`src/rtl/mem_select_ctrl.sv`:
```
// Registered word-line select for the bit-memory array: accepts one request at a time and
// walks it through SETUP/ACCESS/HOLD. Addresses beyond DEPTH are rejected with an error pulse.
module mem_select_ctrl #(
  parameter int ADDR_W     = 3,
  parameter int DEPTH      = 8,
  parameter int ACCESS_CYC = 1
) (
  input  logic              i_clk,
  input  logic              i_rst_n,
  input  logic              i_valid,
  output logic              o_ready,
  input  logic [ADDR_W-1:0] i_adr,
  input  logic              i_we,
  output logic [DEPTH-1:0]  o_wl,
  output logic              o_we,
  output logic              o_re,
  output logic              o_done,
  output logic              o_err
);

  localparam int CNT_W = $clog2(ACCESS_CYC + 1);
  localparam logic [ADDR_W:0] DEPTH_V = (ADDR_W + 1)'(DEPTH);
  localparam logic [CNT_W-1:0] CNT_LOAD = CNT_W'(ACCESS_CYC - 1);
  localparam logic [CNT_W-1:0] CNT_ZERO = CNT_W'(1'b0);
  localparam logic [CNT_W-1:0] CNT_ONE  = CNT_W'(1'b1);

  typedef enum logic [1:0] {
    IDLE   = 2'd0,
    SETUP  = 2'd1,
    ACCESS = 2'd2,
    HOLD   = 2'd3
  } stateT;

  stateT            stateR;
  logic             weR;
  logic [CNT_W-1:0] cntR;
  logic             adrOk;

  function automatic logic [DEPTH-1:0] rowSelect(input logic [ADDR_W-1:0] adr);
    logic [DEPTH-1:0] sel;
    sel = {DEPTH{1'b0}};
    for (int n = 0; n < DEPTH; n++) begin
      sel[n] = (adr == ADDR_W'(n));
    end
    return sel;
  endfunction

  // Range check widened by one bit so DEPTH == 2**ADDR_W is representable.
  assign adrOk = ({1'b0, i_adr} < DEPTH_V);

  // Request FSM; every output is a register so nothing leaks combinationally from the inputs.
  always_ff @(posedge i_clk or negedge i_rst_n) begin
    if (!i_rst_n) begin
      stateR  <= IDLE;
      weR     <= 1'b0;
      cntR    <= CNT_ZERO;
      o_ready <= 1'b0;
      o_wl    <= {DEPTH{1'b0}};
      o_we    <= 1'b0;
      o_re    <= 1'b0;
      o_done  <= 1'b0;
      o_err   <= 1'b0;
    end else begin
      o_done <= 1'b0;
      o_err  <= 1'b0;
      case (stateR)
        IDLE: begin
          if (i_valid && o_ready) begin
            if (adrOk) begin
              stateR  <= SETUP;
              weR     <= i_we;
              o_wl    <= rowSelect(i_adr);
              o_ready <= 1'b0;
            end else begin
              o_err   <= 1'b1;
              o_ready <= 1'b1;
            end
          end else begin
            o_ready <= 1'b1;
          end
        end
        SETUP: begin
          stateR <= ACCESS;
          o_we   <= weR;
          o_re   <= ~weR;
          cntR   <= CNT_LOAD;
        end
        ACCESS: begin
          // cntR holds the strobe cycles still to come after the current one.
          if (cntR == CNT_ZERO) begin
            stateR <= HOLD;
            o_we   <= 1'b0;
            o_re   <= 1'b0;
            o_done <= 1'b1;
          end else begin
            cntR <= cntR - CNT_ONE;
          end
        end
        HOLD: begin
          stateR  <= IDLE;
          o_wl    <= {DEPTH{1'b0}};
          o_ready <= 1'b1;
        end
        default: begin
          stateR  <= IDLE;
          o_wl    <= {DEPTH{1'b0}};
          o_we    <= 1'b0;
          o_re    <= 1'b0;
          o_ready <= 1'b0;
        end
      endcase
    end
  end

endmodule
```
`config.mk`:
```
export PLATFORM = sky130hd
export DESIGN_NAME = mem_select_ctrl
export DESIGN_NICKNAME = d
export VERILOG_FILES = /design/src/rtl/mem_select_ctrl.sv
export SDC_FILE = /design/constraint.sdc
export NUM_CORES = 1
export LEC_CHECK = 0
export CAP_MARGIN = 20
export CORE_UTILIZATION = 32
export DETAILED_ROUTE_END_ITERATION = 10
export GPL_ROUTABILITY_DRIVEN = 0
export PLACE_DENSITY = 0.67
export SYNTH_ARGS = -nofsm -noshare
export SYNTH_HDL_FRONTEND = slang
export SYNTH_SLANG_ARGS = --single-unit
```
`constraint.sdc`:
```
create_clock -name i_clk -period 2.3 [get_ports i_clk]
set_clock_uncertainty 0.2 [all_clocks]
set_input_delay 0.69 -clock i_clk [delete_from_list [all_inputs] [get_ports i_clk]]
set_output_delay 0.69 -clock i_clk [all_outputs]
set_load 0.05 [all_outputs]
```
# After elaboration in Yosys (flattened, before gate mapping)
# Index checks and enable logic that the tools add are counted.
# op_classes
n_mux	14
n_shift	0
multipliers	0
div_mod_pow	0
n_bitwise	1
n_reduce_logical	9
add_sub_neg	1
n_eq_ne	12
magnitude_cmp	0
# ops
op	count
one-hot mux 8 bit (2 select lines)	1
equality test 3 bit, second input constant	4
2-to-1 mux 8 bit	1
one-hot mux 1 bit (2 select lines)	4
one-hot mux 2 bit (4 select lines)	1
AND reduction 2 bit	4
equality test 3 x 2 -> 1 bit, second input constant	2
2-to-1 mux 1 bit	5
equality test 2 bit, second input constant	2
2-to-1 mux 2 bit	2
!= test 2 bit, second input constant	2
nonzero test 2 bit	2
equality test 3 x 1 -> 1 bit, second input constant	1
zero test 3 bit	1
equality test 2 x 1 -> 1 bit, second input constant	1
zero test 2 bit	1
logical AND 1 bit	1
NOT 1 bit	1
subtractor 1 bit, second input constant	1
# totals
romBits	0
in_bits	7
regBits	16
out_inout_bits	13
latchBits	0
mem_count	0
wordCells	45
ram_bits	0

# Logic depth before layout (Yosys ltp)
# depth
ltp_word	3
mapped_depth	5
ltp_nobuf	5

# Least setup slack after synthesis
# OpenSTA, ideal clock, no wires.
# synth_timing
kind	reg2reg
from	register stateR[0]
to	register o_wl[0]
required_ns	1.975
setup_ns	0.125
slack_ns	0.579
path_buffers	0
synth_period_minus_slack_ns	1.721
t_arrival_ns	1.396
path_stages_with_launch	6
cell_sequence	dfrtp_1 -> inv_1 -> ha_1 -> nor2b_2 -> a31oi_4 -> mux2_2
# synth_via
elab_chain_len	3
# synth_lines
item	line_no	text
from (decl)	34	stateT stateR;
from (signal assigned)	54	stateR <= IDLE;
from (signal assigned)	70	stateR <= SETUP;
from (signal assigned)	83	stateR <= ACCESS;
zero test 2 bit or equality test 2 bit (tied branches)	66	case (stateR)
!= test 2 bit (no line) or nonzero test 2 bit (tied branches)	n/a	
AND reduction 2 bit (no line)	n/a	
to (signal assigned)	58	o_wl <= {DEPTH{1'b0}};
to (signal assigned)	72	o_wl <= rowSelect(i_adr);
to (signal assigned)	101	o_wl <= {DEPTH{1'b0}};
to (decl)	14	output logic [DEPTH-1:0] o_wl,
# Parallel ways exist; a longest one is shown, timed or not.
# A chain may end at the register's enable or synchronous reset.

# Final worst setup path
# layout_timing
from	input i_valid
to	register o_wl[6]
# layout_via
elab_chain_len	3
# layout_lines
item	line_no	text
from (decl)	10	input logic i_valid,
logical AND 1 bit	68	if (i_valid && o_ready) begin
!= test 2 bit (no line)	n/a	
AND reduction 2 bit (no line)	n/a	
# Every way passes these cells.

==> results.ini <==
[floorplanning]
num_io_pins = 20
die_h_um = 49.8
dieArea_um2 = 2480
initial_core_util = 0.354
die_w_um = 49.8
coreArea_um2 = 2060
rows = 16

[worst_setup_path]
critPathCaptureType = register
cp_max_fo = 8
reg2regPathDepth = 5
worstSetupStartpointType = primary input
worstSetupPathType = in -> reg
worstPathRequired_ns = 2.26
critPathArrivalTime_ns = 1.90

[clock_network]
cts_setup_buffers = 0
cts_root_buffer = clkbuf_4
cts_tree = done
post_cts_resized = 0
cts_hold_buf = 0
cts_buffers = 3
clk_latency_ns = 0.28
path_clk_slew_ns = 0.08
cts_max_level = 1
clock_sinks = 15
clock_path_buffers = 2

[sta]
rsz0062_at_grt = false
hold_viol = 0
fmax_mhz = 517
slew_viol_final = 0
period_minus_slack_ns = 1.93
finalSetupViolations = 0
fin_crit_sh = 0.841
tns_ns = 0

[synthesis]
synth.area.top_cells = dfrtp_1, mux2_2, ha_1, nor3_1, a31oi_4
avgSynthCellArea_um2 = 12.0
ys_types = 18
synthesis.instances = 61
ys_seq_area_frac = 0.514
synth_area_um2 = 731
yosys.area.top_type = dfrtp_1
synth_seq_cells = 15
yosysTopAreaCellShare = 0.514
yosysWarnings = 0
syn_nets = 73

[run_status]
status = completed

[global_route]
grt_antenna_before_repair = 0
grt_pass1_vias = 513
grt_max_degree = 16
grt_usage = 0.119
grt_remaining_overflow = 0
grt_pass1_wl_um = 2230

[detailed_routing]
detail-route-antenna-nets = 0
wirelength_um = 1230
drc = 0
via_per_inst = 4.64
vias = 510
dr.pass1.iters = 4
drt-initial-drc-count = 4
routedWlPerCell_um = 11.2

[layout]
drive_above_1_share = 0.349
antennaDiodeCount = 0
fillers = 206
final_nets = 96
area_growth_pct = 28.8

[worst_hold_path]
holdPathStages = 1
hp-class = reg -> reg

[flow_run]
maxCapViolCount = 0

[place]
hpwl_um = 974
io_buffers = 18

## layer usage
layer	up-vias	routed length (µm)	track usage
li1	249	-	-
met2	18	554	0.187
met5	-	0	0
met3	4	75	0.0216
met1	239	567	0.151
met4	0	31	0.0714
## kinds of logic (layout without fill, tap and decap cells)
group           after synthesis  after routing  share of synthesized area
mux                          12             12                      0.183
fa+ha+maj                     5              5                     0.0856
flops                        15             15                      0.514
buf+inv                       5             27                     0.0308
compound gates                3              3                     0.0428
other cells                   1              1                    0.00513
simple gates                 20             20                      0.139
## registers in the layout, indices dropped and copies added (netlist names)
name,flops
o_we,1
o_done,1
stateR,2
o_re,1
weR,1
o_wl,8
o_ready,1
## worst paths after layout
kind,slack [ns],start,to
max,0.37,i_valid,o_wl[6]
min,0.32,o_re,o_re
max reg2reg,0.46,stateR[0],o_wl[6]
min reg2reg,0.32,o_re,o_re
max in group asynchronous,1.21,i_rst_n,o_wl[5]
min in group asynchronous,0.51,i_rst_n,o_wl[0]
## worst max-delay path: stages
cell and delay, ns:
clkdlybuf4s50_1 0.48, a31oi_4 0.35, mux2_2 0.38
## cells in the mapped netlist, drive strengths merged
library cell,number
buf,1
a31oi,1
nor4,1
nor2b,1
o21ai,1
nor2,5
dfrtp,15
inv,4
a21oi,1
ha,5
nand2,3
conb,1
mux2,11
mux2i,1
nor3,5
nand3,1
nand2b,3
nand3b,1
## metrics by stage
| step | hold slack, ns | area [µm²] | utilization | setup WS [ns] | std cells |
|---|---|---|---|---|---|
| 3_3_place_gp | 0.293 | 915 | 0.444 | 0.0829 | 106 |
| 4_1_cts | 0.322 | 941 | 0.456 | 0.364 | 110 |
| 6_report | 0.317 | 941 | 0.456 | 0.366 | 110 |
| 5_1_grt | 0.349 | 941 | 0.456 | 0.326 | 110 |
| 3_5_place_dp | 0.302 | 915 | 0.444 | 0.0608 | 106 |
| 2_1_floorplan | 0.194 | 731 | - | 0.579 | 61 |
## placed cells by master, fill, tap and decap left out
cell	count
nand3_1	1
nand2_1	3
a31oi_4	1
nor4_1	1
nand2b_1	3
a21oi_1	1
buf_4	13
clkdlybuf4s50_1	6
mux2_2	11
nor2b_2	1
dfrtp_1	15
mux2i_1	1
clkbuf_1	1
nor3_1	5
conb_1	1
nand3b_1	1
inv_1	4
o21ai_0	1
nor2_1	5
clkbuf_4	3
ha_1	5
## area by class of cell
class,count,area [µm²],area share
multi-input combinational,41,333,0.354
sequential,15,375,0.399
clock buffer,4,26.3,0.0279
inverter,4,15.0,0.0160
tap,27,33.8,0.0359
timing repair buffer,19,158,0.168
Power is not shown: default switching activity piles up to over one toggle a cycle in this logic, so the estimate is an artifact.
==> variant (same settings) <==
`DEPTH`: 8 -> 32.
--- a/src/rtl/mem_select_ctrl.sv
+++ b/src/rtl/mem_select_ctrl.sv
@@ -3,5 +3,5 @@
 module mem_select_ctrl #(
   parameter int ADDR_W     = 3,
-  parameter int DEPTH      = 8,
+  parameter int DEPTH      = 32,
   parameter int ACCESS_CYC = 1
 ) (
Interface: changed (resized o_wl); port bits go from 20 to 44. No check against the original RTL was run, so the function may have changed too.
==> variant against the unedited design <==
- via count decreased by 53%
- design area decreased by 49%
- count of clock-buffer cells in the layout decreased by 1
- global-route usage decreased by 5.7 points
- wire length decreased by 62%
- synthesized cell count decreased by 15%
- first-iteration DRC count decreased by 50%
- sequential cell count decreased by 9
- die area decreased by 29%
- synthesized area decreased by 30%
- worst setup slack improved by 240 ps
==> variant: results <==
group,metric,value,unit
logic_synthesis,synth_area_leaders,"buf_4 48%, dfrtp_1 29%, ha_1 9.8%",
routing,totalWireLength,468,µm
routing,wl_per_cell,6.16,µm
clock_tree,path_clk_slew,40,ps
logic_synthesis,synth_cell_type_count,9,
outcome,outcome,"completed",
placed_design,placedCellCount,73,
final_layout,nFillCells,163,
logic_synthesis,synth_common_cells,"33 x buf_4, 6 x dfrtp_1, 4 x ha_1, 3 x inv_1, 2 x mux2i_1",
logic_synthesis,yosysSeqAreaShare,29.3,%
clock_tree,clkLatencyLatePin,240,ps
logic_synthesis,synth_flop_cell,"dfrtp_1",
global_route,grt_pass1_vias,190,
global_route,grt_use_total,6.23,%
critical_path,crit_family,"flip-flops",
placed_design,port_buffers,6,
routing,dr.pass1.iters,3,
logic_synthesis,synthCells,52,
critical_path,worstPathArrival,810,ps
critical_path,crit_fanout,2,
final_layout,drive_gt1_share,15.0,%
final_layout,largest_reg_flops,2,
global_route,grt_first_pass_wirelength,759,µm
global_route,grt_max_degree,7,
routing,drt-initial-drc-count,2,
-- variant: cell count changes after synthesis, moves of 2 or more --
cell      delta
buf_4       +32
mux2_2      -11
dfrtp_1      -9
nor2_1       -5
nor3_1       -5
nand2_1      -3
nand2b_1     -2
-- variant: per-layer routing --
metal / track usage (%) / share of wire [%] / vias to the layer above
li1: - / - / 108
met1: 6.22 / 39 / 110
met2: 8.75 / 49 / 22
met3: 2.59 / 11 / 0
met4: 7.74 / 0 / 0
met5: 0 / 0 / -
-- variant: final timing paths --
path | start | end | slack [ps] | depth (start not counted)
worst max-delay path | o_re | o_re | 600 | 1
worst min-delay path | o_ready | o_ready | 280 | 1
worst max register to register | stateR[0] | stateR[0] | 930 | 3
worst min register to register | o_ready | o_ready | 280 | 1
max in group asynchronous | i_rst_n | stateR[0] | 1200 | 1
min in group asynchronous | i_rst_n | o_re | 490 | 1
-- variant: cells by family (layout without fill, tap and decap cells) --
logic type | after synthesis | in the layout | share of synthesized area (%)
AND/OR/NAND/NOR | 2 | 2 | 2.69
adder cells (fa/ha/maj) | 4 | 4 | 9.78
buffers and inverters | 36 | 12 | 50.6
multiplexers | 3 | 3 | 6.85
flip-flops | 6 | 6 | 29.3
other | 1 | 33 | 0.733
-- variant: power breakdown --
part           total [mW]  internal, mW  switching (mW)  leakage [nW]
registers           0.107         0.107        0.000199        0.0763
logic               0.128       0.00477           0.123         0.195
clock network      0.0927        0.0587          0.0339        0.0138
-- variant: per-stage QoR --
step	setup slack (ps)	area, µm²	hold WS, ps
CTS	589	477	291
global route	565	477	324
global placement	692	454	273
detailed placement	692	454	278
floorplan	806	632	194
finish	603	477	282
-- variant: area by class of cell --
cell class	instances	share of cell area, %
repair buffers	6	10.5
multi-input cells	42	46.7
inverters	3	2.36
well taps	16	4.20
clock buffers	3	4.72
flip-flops and latches	6	31.5
